$ cat src/rtl/alu_request_arbiter.sv
// Round-robin arbiter sharing one combinational ALU between two requesters.
// Two-stage pipeline: S1 issue registers drive the ALU, S2 captures the result for the response.
module alu_request_arbiter #(
  parameter int unsigned DATA_WIDTH = 32,
  parameter int unsigned OP_WIDTH   = 4
) (
  input  logic                  clk,
  input  logic                  reset,
  input  logic                  req0_valid,
  output logic                  req0_ready,
  input  logic [OP_WIDTH-1:0]   req0_op,
  input  logic [DATA_WIDTH-1:0] req0_a,
  input  logic [DATA_WIDTH-1:0] req0_b,
  input  logic [4:0]            req0_shamt,
  input  logic                  req1_valid,
  output logic                  req1_ready,
  input  logic [OP_WIDTH-1:0]   req1_op,
  input  logic [DATA_WIDTH-1:0] req1_a,
  input  logic [DATA_WIDTH-1:0] req1_b,
  input  logic [4:0]            req1_shamt,
  output logic                  rsp0_valid,
  input  logic                  rsp0_ready,
  output logic                  rsp1_valid,
  input  logic                  rsp1_ready,
  output logic [DATA_WIDTH-1:0] rsp_result,
  output logic                  rsp_zero,
  output logic                  rsp_err,
  output logic [OP_WIDTH-1:0]   alu_operation,
  output logic [DATA_WIDTH-1:0] alu_a,
  output logic [DATA_WIDTH-1:0] alu_b,
  output logic [4:0]            alu_shamt,
  input  logic [DATA_WIDTH-1:0] alu_result,
  input  logic                  alu_zero
);

  localparam logic [OP_WIDTH-1:0] OP_IDLE     = OP_WIDTH'(4'b1001);
  localparam logic [OP_WIDTH-1:0] OP_LEGAL_LIM = OP_WIDTH'(4'b1000);

  logic                  s1_valid_q;
  logic                  s1_owner_q;
  logic [OP_WIDTH-1:0]   s1_op_q;
  logic [DATA_WIDTH-1:0] s1_a_q;
  logic [DATA_WIDTH-1:0] s1_b_q;
  logic [4:0]            s1_shamt_q;

  logic                  s2_valid_q;
  logic                  s2_owner_q;
  logic [DATA_WIDTH-1:0] s2_result_q;
  logic                  s2_zero_q;
  logic                  s2_err_q;

  logic last_grant_q;
  logic grant;
  logic owner_ready;
  logic stall2;
  logic adv1;
  logic can_accept;
  logic accept;
  logic s1_illegal;

  // Alternate only when both compete; a lone requester always wins.
  always_comb begin
    grant = 1'b0;
    if (req0_valid && req1_valid) begin
      grant = ~last_grant_q;
    end else if (req1_valid) begin
      grant = 1'b1;
    end
  end

  always_comb begin
    owner_ready = s2_owner_q ? rsp1_ready : rsp0_ready;
    stall2      = s2_valid_q & ~owner_ready;
    adv1        = s1_valid_q & ~stall2;
    can_accept  = ~s1_valid_q | adv1;
    req0_ready  = ~reset & can_accept & ~grant;
    req1_ready  = ~reset & can_accept & grant;
    accept      = (req0_valid & req0_ready) | (req1_valid & req1_ready);
    s1_illegal  = (s1_op_q >= OP_LEGAL_LIM);
  end

  // Idle or illegal slots present a neutral operation to the ALU.
  always_comb begin
    alu_operation = OP_IDLE;
    alu_a         = '0;
    alu_b         = '0;
    alu_shamt     = '0;
    if (s1_valid_q && !s1_illegal) begin
      alu_operation = s1_op_q;
      alu_a         = s1_a_q;
      alu_b         = s1_b_q;
      alu_shamt     = s1_shamt_q;
    end
  end

  always_ff @(posedge clk) begin
    if (reset) begin
      s1_valid_q   <= 1'b0;
      s2_valid_q   <= 1'b0;
      last_grant_q <= 1'b1;
      s2_owner_q   <= 1'b0;
      s2_result_q  <= '0;
      s2_zero_q    <= 1'b0;
      s2_err_q     <= 1'b0;
    end else begin
      if (accept) begin
        s1_valid_q   <= 1'b1;
        last_grant_q <= grant;
      end else if (adv1) begin
        s1_valid_q <= 1'b0;
      end
      // A draining response and a new capture may share a cycle.
      if (adv1) begin
        s2_valid_q  <= 1'b1;
        s2_owner_q  <= s1_owner_q;
        s2_result_q <= s1_illegal ? '0 : alu_result;
        s2_zero_q   <= s1_illegal ? 1'b0 : alu_zero;
        s2_err_q    <= s1_illegal;
      end else if (s2_valid_q && owner_ready) begin
        s2_valid_q <= 1'b0;
      end
    end
  end

  always_ff @(posedge clk) begin
    if (accept) begin
      s1_owner_q <= grant;
      s1_op_q    <= grant ? req1_op    : req0_op;
      s1_a_q     <= grant ? req1_a     : req0_a;
      s1_b_q     <= grant ? req1_b     : req0_b;
      s1_shamt_q <= grant ? req1_shamt : req0_shamt;
    end
  end

  always_comb begin
    rsp0_valid = ~reset & s2_valid_q & ~s2_owner_q;
    rsp1_valid = ~reset & s2_valid_q & s2_owner_q;
    rsp_result = s2_result_q;
    rsp_zero   = s2_zero_q;
    rsp_err    = s2_err_q;
  end

endmodule

$ cat config.mk
export PLATFORM = sky130hd
export DESIGN_NAME = alu_request_arbiter
export DESIGN_NICKNAME = d
export VERILOG_FILES = /design/src/rtl/alu_request_arbiter.sv
export SDC_FILE = /design/constraint.sdc
export NUM_CORES = 1
export LEC_CHECK = 0
export CORE_UTILIZATION = 38
export CTS_CLUSTER_DIAMETER = 150
export DETAILED_ROUTE_END_ITERATION = 8
export PLACE_DENSITY = 0.8
export SLEW_MARGIN = 0
export SYNTH_ARGS = -nofsm -noshare
export SYNTH_HDL_FRONTEND = slang
export SYNTH_SLANG_ARGS = --single-unit
$ cat constraint.sdc
create_clock -name clk -period 8.3 [get_ports clk]
set_input_delay 1.66 -clock clk [delete_from_list [all_inputs] [get_ports clk]]
set_output_delay 1.66 -clock clk [all_outputs]
set_load 0.02 [all_outputs]
==> metrics, run 1 <==
CTS tree yes; Final Max Slew Viols 0; CTS Buffer Depth 2; vias 3893; Setup crit end kind output pin; CP arrival between 4 and 5 ns; Static Leak around 3.0 nW; Via-to-Cell Ratio a little under 5; Netlist cell types 25; CP cell instances clkdlybuf4s50_1 > inv_1 > and3_1 > clkdlybuf4s50_1; Main synth FF type edfxtp_1; EDFF count, synth between 70 and 80; most used cell, CP clkdlybuf4s50_1; crit path launch type input pin; GRT met1 Usage 0.2101; Final period util 0.6942; initial antenna violation count 0; actual slew at the worst max-slew pin 1.331 ns; gr busiest metal met2; Clock Latency Late Sink about 0.34 ns; area share of the largest cell type after synthesis 0.4505; Die X 115.9 um; Clock Skew 0.008482 ns; ant diodes 0; Boundary Pins just under 300; I/O Buffers 295; global route overflow 0; Worst path max stage delay 0.94 ns; Post-Syn Area 0.004932 mm^2; Setup Buffers After CTS 0; post-DR wirelength/cell 16.86 um; largest net degree at the start of global routing 75; post-DP HPWL 10410 um; Area Overhead vs Synth 69.36%; end point of the critical path req1_ready; die height roughly 120 um; Fillers between 900 and 1000; reg2reg start s1_valid_q; Initial DRC Count 110; Routability Congestion approximately 0.77; Reg2Reg Capture Point rsp_result[24]; maximum capacitance violations 0; sequential-to-total area share from yosys stat 0.6048; post-route setup TNS 0 ns; fraction of layout instances using a drive strength above 1 0.1557; Fmax between 0.15 and 0.2 GHz; top cells by instance count after synthesis 74 x edfxtp_1, 74 x mux2_2, 71 x and2_1; Reg area 0.002983 mm^2; outcome finished, final reports clean; CTS clk-pin slew, worst paths approximately 0.07 ns; core area roughly 0.013 mm^2; relative slew slack 0.1101; vias in the first global route about 3900; Syn Inst Count between 300 and 400; die area about 0.013 mm^2; first-pass GRT wire length ~20000 um; multi-input logic area 0.001812 mm^2; register bit total from synthesis about 110; number of remaining DRC errors 0; FF-to-FF path depth 4; final hold vios 0; Req. time, crit path ~6.6 ns; syn_area_per_cell 14.17 um^2; met3 Usage GRT 0.05230; Tmin final a little under 6 ns; met2 Resource Use GR 0.3591; total wire length 13620 um; top cells by area, synth edfxtp_1 45%, mux2_2 17%, dfxtp_1 15%, and2_1 9.0%, a32o_1 6.7%; CTS root buffer clkbuf_16; unrepaired setup endpoints after global routing no; post-CTS sizing 0; Ys Warns 0; Tot GR Track Use 0.1974; worst min path class flop to flop; Critical Path Start reset; Pwr Density approximately 170 mW/mm^2; drt pass-1 iters 4; num rows slightly above 40; worst hold margin approximately 0.46 ns; FFs w/ async S/R, synth 0; CTS sink cnt between 100 and 150; syn_nets 533; CP max stage cell inv_1; DRT antenna net count 0; hold buffers post-CTS 0; maximum level of the CTS H-tree 3; VDD IR max 0.09154 mV; Synth area leader edfxtp_1; Nets ~800; Finish-stage setup viols 0; initial core utilization 0.3908; R2R Setup Slk slightly below 6 ns; CTS buffer count 9; Crit Path Max Fanout 39; crit path kind input pin to output pin
report_power, final:
| part | switching (mW) | internal [mW] |
|---|---|---|
| Sequential | 0.0112 | 0.637 |
| Combinational | 0.105 | 0.162 |
| Clock | 0.200 | 0.269 |
worst max-delay path: cells and delay by family:
family / cells / cell delay, ns
AND/OR/NAND/NOR: 1 / 0.28
buffers and inverters: 3 / 2.15
worst min path at each step:
stage / endpoint / cells after the start / slack [ns] / from
finish: rsp_err / 2 / 0.46 / rsp_err
global route: rsp_err / 2 / 0.50 / rsp_err
CTS: rsp_err / 2 / 0.47 / rsp_err
detailed placement: rsp_err / 2 / 0.46 / rsp_err
global placement: rsp_err / 2 / 0.45 / rsp_err
floorplan: last_grant_q / 1 / 0.48 / last_grant_q
cells in the final DEF, fill, tap and decap left out:
master | Yosys | layout
o21ai_0 | 1 | 1
and2_1 | 71 | 71
inv_1 | 2 | 2
a21oi_1 | 2 | 2
a221o_1 | 1 | 1
dfxtp_1 | 38 | 38
a21boi_1 | 2 | 1
nand3_1 | 1 | 1
nor3_1 | 3 | 2
bufinv_16 | 0 | 2
buf_4 | 4 | 3
nor2_1 | 3 | 3
mux2i_1 | 3 | 3
nand2b_1 | 1 | 1
and3_1 | 2 | 2
nor2b_4 | 0 | 1
a211oi_4 | 1 | 1
a32o_1 | 33 | 33
nor2b_1 | 2 | 1
inv_6 | 0 | 1
clkinv_1 | 0 | 1
buf_16 | 0 | 1
clkbuf_16 | 0 | 9
a21boi_4 | 0 | 1
nor3_2 | 0 | 1
o21ai_2 | 0 | 1
clkdlybuf4s50_1 | 0 | 295
edfxtp_1 | 74 | 74
inv_4 | 1 | 2
inv_8 | 0 | 2
nand2_1 | 5 | 5
mux2_2 | 74 | 74
layout make-up:
type,count,area share
tap,172,0.02576
clock buffer,9,0.02696
clock inverter,7,0.01213
multi-input combinational,206,0.2169
sequential,112,0.3571
timing repair buffer,299,0.3595
inverter,3,0.001648
layer usage:
layer / vias up / wire length [um]
met5: - / 0
met1: 1809 / 4865
li1: 1867 / -
met2: 189 / 7189
met4: 0 / 410
met3: 28 / 1156
registers in the layout, summed over array words and instances (netlist names), 4 cells and up:
name        flops
s1_shamt_q      5
rsp_result     32
s1_b_q         32
s1_op_q         4
s1_a_q         32
kinds of logic (layout without fill, tap and decap cells):
logic type	count (synthesis)	in the layout	synth area share
and+or+nand+nor	88	88	0.1065
AOI/OAI and AO/OA	41	41	0.08016
muxes	77	77	0.1750
DFF	112	112	0.6048
buffers and inverters	30	318	0.03349
stage by stage:
step	instances	utilization	power, mW	setup WS [ns]	area [um^2]
2_1_floorplan	348	-	0.7775	0.8261	4932
3_3_place_gp	791	0.6338	0.9214	2.644	7999
3_5_place_dp	791	0.6338	0.9281	2.568	7999
4_1_cts	807	0.6597	1.393	2.568	8325
5_1_grt	808	0.6619	1.431	2.406	8353
6_report	808	0.6619	1.385	2.538	8353
(Power assumes the default switching activity.)
==> inputs of run 2 (changes only) <==
- CORE_UTILIZATION: 38 -> 34
- PLACE_DENSITY: 0.8 -> 0.76
- clock period: 8.3 -> 5.3 ns (I/O delays scaled with it)
==> run 2 against run 1 <==
Net effect: clock skew decreased by 0.0045 ns; total power increased by 53%; sequential power increased by 56%; die area increased by 12%; critical path depth unchanged; wire length decreased by 2.4%; count of clock-buffer cells in the layout increased by 1; core utilization decreased by 6.8 points; worst hold slack improved by 0.0069 ns; flip-flop and latch count unchanged; clock power increased by 48%; via count increased by 0.54%; critical path type unchanged; critical endpoint unchanged; largest power group unchanged; highest routed layer unchanged.
==> metrics, run 2 (synthesis results as in run 1) <==
Clock Skew 0.003949 ns; Final period util 0.7877; CTS Buffer Depth 2; number of remaining DRC errors 0; Reg area about 0.0030 mm^2; num rows 43; maximum level of the CTS H-tree 3; drt pass-1 iters 4; leading cell type in the layout, fill and taps excluded clkdlybuf4s50_1; actual slew at the worst max-slew pin 1.313 ns; FF-to-FF path depth 4; VDD IR max ~0.12 mV; vias ~3900; CTS buffer count 9; fraction of layout instances using a drive strength above 1 0.1586; DRT antenna net count 0; reg2reg start s1_valid_q; worst min path class flop to flop; first-pass GRT wire length 19460 um; Die X about 120 um; die area 0.01499 mm^2; sw frac 0.2249; hold buffers post-CTS 0; initial antenna violation count 0; relative slew slack 0.1220; CP arrival approximately 3.1 ns; final hold vios 0; Setup crit end kind output pin; Nets about 820; initial core utilization 0.3512; vias in the first global route 3975; post-DP HPWL ~10000 um; unrepaired setup endpoints after global routing no; Boundary Pins roughly 300; post-route core utilization 0.5942; largest net degree at the start of global routing 75; Reg2Reg Capture Point rsp_result[7]; R2R Setup Slk between 2 and 3 ns; Finish-stage setup viols 0; CTS tree yes; Tot GR Track Use 0.1733; Final Max Slew Viols 0; Routability Congestion 0.7759; global route overflow 0; Pwr Density ~250 mW/mm^2; clock share of power 0.326; Static Leak about 2.9 nW; outcome finished, final reports clean; Critical Path Start reset; post-route setup TNS 0 ns; Int Pwr roughly 1.6 mW; post-CTS sizing 0; CTS root buffer clkbuf_16; Area Overhead vs Synth 69.18%; Tmin final ~4.2 ns; post-DR wirelength/cell around 16 um; multi-input logic area around 0.0018 mm^2; die height ~120 um; end point of the critical path req1_ready; Crit Path Max Fanout 21; total wire length roughly 13000 um; Fmax about 0.24 GHz; Setup Buffers After CTS 0; Clock Latency Late Sink approximately 0.34 ns; crit path launch type input pin; Via-to-Cell Ratio between 4 and 5; maximum capacitance violations 0; ant diodes 0; CTS sink cnt 112; Req. time, crit path roughly 4.2 ns; Logic pwr share 0.196; I/O Buffers 295; crit path kind input pin to output pin; CTS clk-pin slew, worst paths around 0.070 ns; Flop pwr share 0.478; Sw Pwr between 0.4 and 0.5 mW; core area 0.01404 mm^2; most frequent cells in the layout 295 x clkdlybuf4s50_1, 74 x mux2_2, 74 x edfxtp_1; Fillers approximately 1100; Initial DRC Count ~150
run 2: per-stage QoR:
stage	hold slack, ns	total power, mW	worst slack [ns]	instance area (um^2)	instances
after floorplan	0.4806	1.215	0.6860	4937	348
after global placement	0.4540	1.445	1.228	8030	801
after detailed placement	0.4526	1.455	1.111	8030	801
after CTS	0.4705	2.152	1.112	8344	817
after global routing	0.5122	2.210	1.003	8344	817
final	0.4704	2.123	1.125	8344	817
run 2: critical path: stages:
cell and delay [ns]:
clkdlybuf4s50_1 0.61, inv_1 0.55, and3_1 0.25, clkdlybuf4s50_1 0.63
run 2: layout make-up:
class | instances | area share
Clock inverter | 6 | 0.007647
Timing Repair Buffer | 300 | 0.3584
Sequential cell | 112 | 0.3575
Multi-Input combinational cell | 206 | 0.2179
Clock buffer | 10 | 0.02999
Inverter | 3 | 0.001649
Tap cell | 180 | 0.02699
run 2: layer usage:
layer | routed length [um] | track usage | vias to the layer above
met3 | 1416 | 0.06506 | 31
met1 | 4645 | 0.1726 | 1808
met2 | 6799 | 0.3132 | 212
met4 | 426 | 0.08689 | 0
li1 | - | - | 1863
met5 | 0 | 0 | -
run 2: worst min-delay path by stage:
stage | startpoint | to | depth (start not counted)
finish | rsp_err | rsp_err | 2
global route | rsp_err | rsp_err | 2
CTS | rsp_err | rsp_err | 2
detailed placement | rsp_err | rsp_err | 2
global placement | rsp_err | rsp_err | 2
floorplan | last_grant_q | last_grant_q | 1
run 2: power groups by stage:
stage | clock network (mW) | logic (mW) | registers, mW
floorplan | 0 | 0.169 | 1.05
global placement | 0 | 0.413 | 1.03
detailed placement | 0 | 0.420 | 1.04
CTS | 0.714 | 0.423 | 1.02
global route | 0.746 | 0.444 | 1.02
finish | 0.692 | 0.416 | 1.01
==> inputs of run 3 (changes only) <==
- clock period: 5.3 -> 3.45 ns (I/O delays scaled with it)
==> run 3 against run 2 <==
Net effect: count of clock-buffer cells in the layout is the same; register-to-register slack lost 1.5 ns; combinational power grew 55%; via count grew 1.4%; global-route usage grew 0.70 points; clock power grew 44%; sequential power grew 54%; core utilization grew 0.13 points; cell area grew 0.22%; flip-flop and latch count is the same.
==> metrics, run 3 (synthesis results as in run 1) <==
Non-Filler Instances roughly 820; Int Pwr around 2.4 mW; Logic pwr share 0.202; CTS tree yes; Fmax ~0.33 GHz; die area approximately 0.015 mm^2; Sw Pwr between 0.7 and 0.8 mW; Area Overhead vs Synth 69.56%; Worst path max stage delay about 0.55 ns; Placement Setup Slack between 0.4 and 0.5 ns; multi-input logic area roughly 0.0018 mm^2; Clock Latency Late Sink 0.35 ns; Routability Congestion 0.8733; Flop pwr share 0.487; clock share of power 0.312; fraction of layout instances using a drive strength above 1 0.1638; CTS Buffer Depth 2; VDD IR max 0.2140 mV; Via-to-Cell Ratio between 4 and 5; largest net degree at the start of global routing 75; Static Leak roughly 3.0 nW; Finish-stage setup viols 0; CTS root buffer clkbuf_16; worst min path class flop to flop; WP buf/inv 2; unrepaired setup endpoints after global routing no; CTS buffer count 9; core area ~0.014 mm^2; min setup slack post-route between 0.4 and 0.5 ns; Initial DRC Count 135; Die X 122.4 um; num rows 43; Fillers around 1100; hold buffers post-CTS 0; die height 122.4 um; relative slew slack 0.3427; Tot GR Track Use 0.1803; vias ~4000; post-DR wirelength/cell ~17 um; initial core utilization 0.3512; Pwr Density about 380 mW/mm^2; post-DP HPWL just over 10000 um; DRT antenna net count 0; crit path launch type input pin; post-CTS sizing 0; final hold vios 0; Tmin final slightly above 3 ns; Crit Path Max Fanout 3; most frequent cells in the layout 295 x clkdlybuf4s50_1, 74 x mux2_2, 74 x edfxtp_1; first-pass GRT wire length slightly above 20000 um; actual slew at the worst max-slew pin about 1 ns; drt pass-1 iters 4; CTS sink cnt between 100 and 150; CP cell instances clkdlybuf4s50_1 > mux2_2 > nor2_1 > nor3_1 > clkdlybuf4s50_1; Setup crit end kind output pin; Final Max Slew Viols 0; CP arrival 2.33 ns; Nets approximately 820; Boundary Pins about 300; maximum level of the CTS H-tree 3; Setup Buffers After CTS 0; post-route setup TNS 0 ns; Reg area between 0.002 and 0.003 mm^2; initial antenna violation count 0; most used cell, CP clkdlybuf4s50_1; number of remaining DRC errors 0; maximum capacitance violations 0; ant diodes 0; outcome finished, final reports clean; I/O Buffers 295; Top Family by Delay on Critical Path buffers and inverters; CTS clk-pin slew, worst paths approximately 0.070 ns; Final period util 0.8756; global route overflow 0; Clock Skew 0.008178 ns; worst hold margin a little under 0.5 ns; placed cells between 800 and 900; Req. time, crit path 2.76 ns; CP max stage cell clkdlybuf4s50_1; total wire length around 14000 um; leading cell type in the layout, fill and taps excluded clkdlybuf4s50_1; vias in the first global route 4002; crit path kind input pin to output pin; sw frac 0.2370
-- run 3: cell types whose count changed in the layout (fill, tap and decap cells not counted) --
cell        change
clkinvlp_4      -1
clkbuf_16       -1
bufinv_16       -1
buf_4           +3
inv_8           +1
clkbuf_8        +1
buf_12          +1
inv_4           -2
inv_6           +1
clkinv_4        +2
-- run 3: power by group through the flow --
stage / Clock (mW) / Combinational [mW] / Sequential, mW
2_1_floorplan: 0 / 0.261 / 1.60
3_3_place_gp: 0 / 0.639 / 1.59
3_5_place_dp: 0 / 0.651 / 1.59
4_1_cts: 1.04 / 0.656 / 1.56
5_1_grt: 1.08 / 0.689 / 1.57
6_report: 0.999 / 0.646 / 1.56
-- run 3: area by class of cell --
| cell class | instances | area share |
|---|---|---|
| clock inverters | 6 | 0.006134 |
| clock buffers | 10 | 0.02858 |
| inverters | 3 | 0.001646 |
| repair buffers | 304 | 0.3627 |
| multi-input cells | 206 | 0.2174 |
| flip-flops and latches | 112 | 0.3567 |
| well taps | 180 | 0.02693 |
-- run 3: worst paths after layout --
path | start | endpoint | slack [ns] | depth (start not counted)
worst max register to register | s1_valid_q | rsp_result[21] | 1.26 | 6
worst max-delay path | rsp1_ready | req0_ready | 0.43 | 5
worst min-delay path | rsp_err | rsp_err | 0.50 | 2
worst min register to register | rsp_err | rsp_err | 0.50 | 2
-- run 3: layer usage --
layer | track usage | vias to the layer above | wire, um
met5 | 0 | - | 0
met1 | 0.1876 | 1859 | 4969
met3 | 0.04833 | 32 | 1203
met2 | 0.3262 | 211 | 7160
li1 | - | 1868 | -
met4 | 0.1006 | 0 | 484
-- run 3: worst register-to-register path, stage by stage, from the launching register on --
cell and delay (ns):
dfxtp_1 0.46, nor2b_4 0.19, buf_4 0.28, inv_4 0.06, a211oi_4 0.60, buf_4 0.38
a32o_1 0.17
-- run 3: through the flow --
step	total power, mW	area [um^2]	util
after global placement	2.225	8073	0.5749
final	3.204	8363	0.5956
after floorplan	1.866	4943	-
after detailed placement	2.241	8073	0.5749
after global routing	3.335	8363	0.5956
after CTS	3.251	8363	0.5956
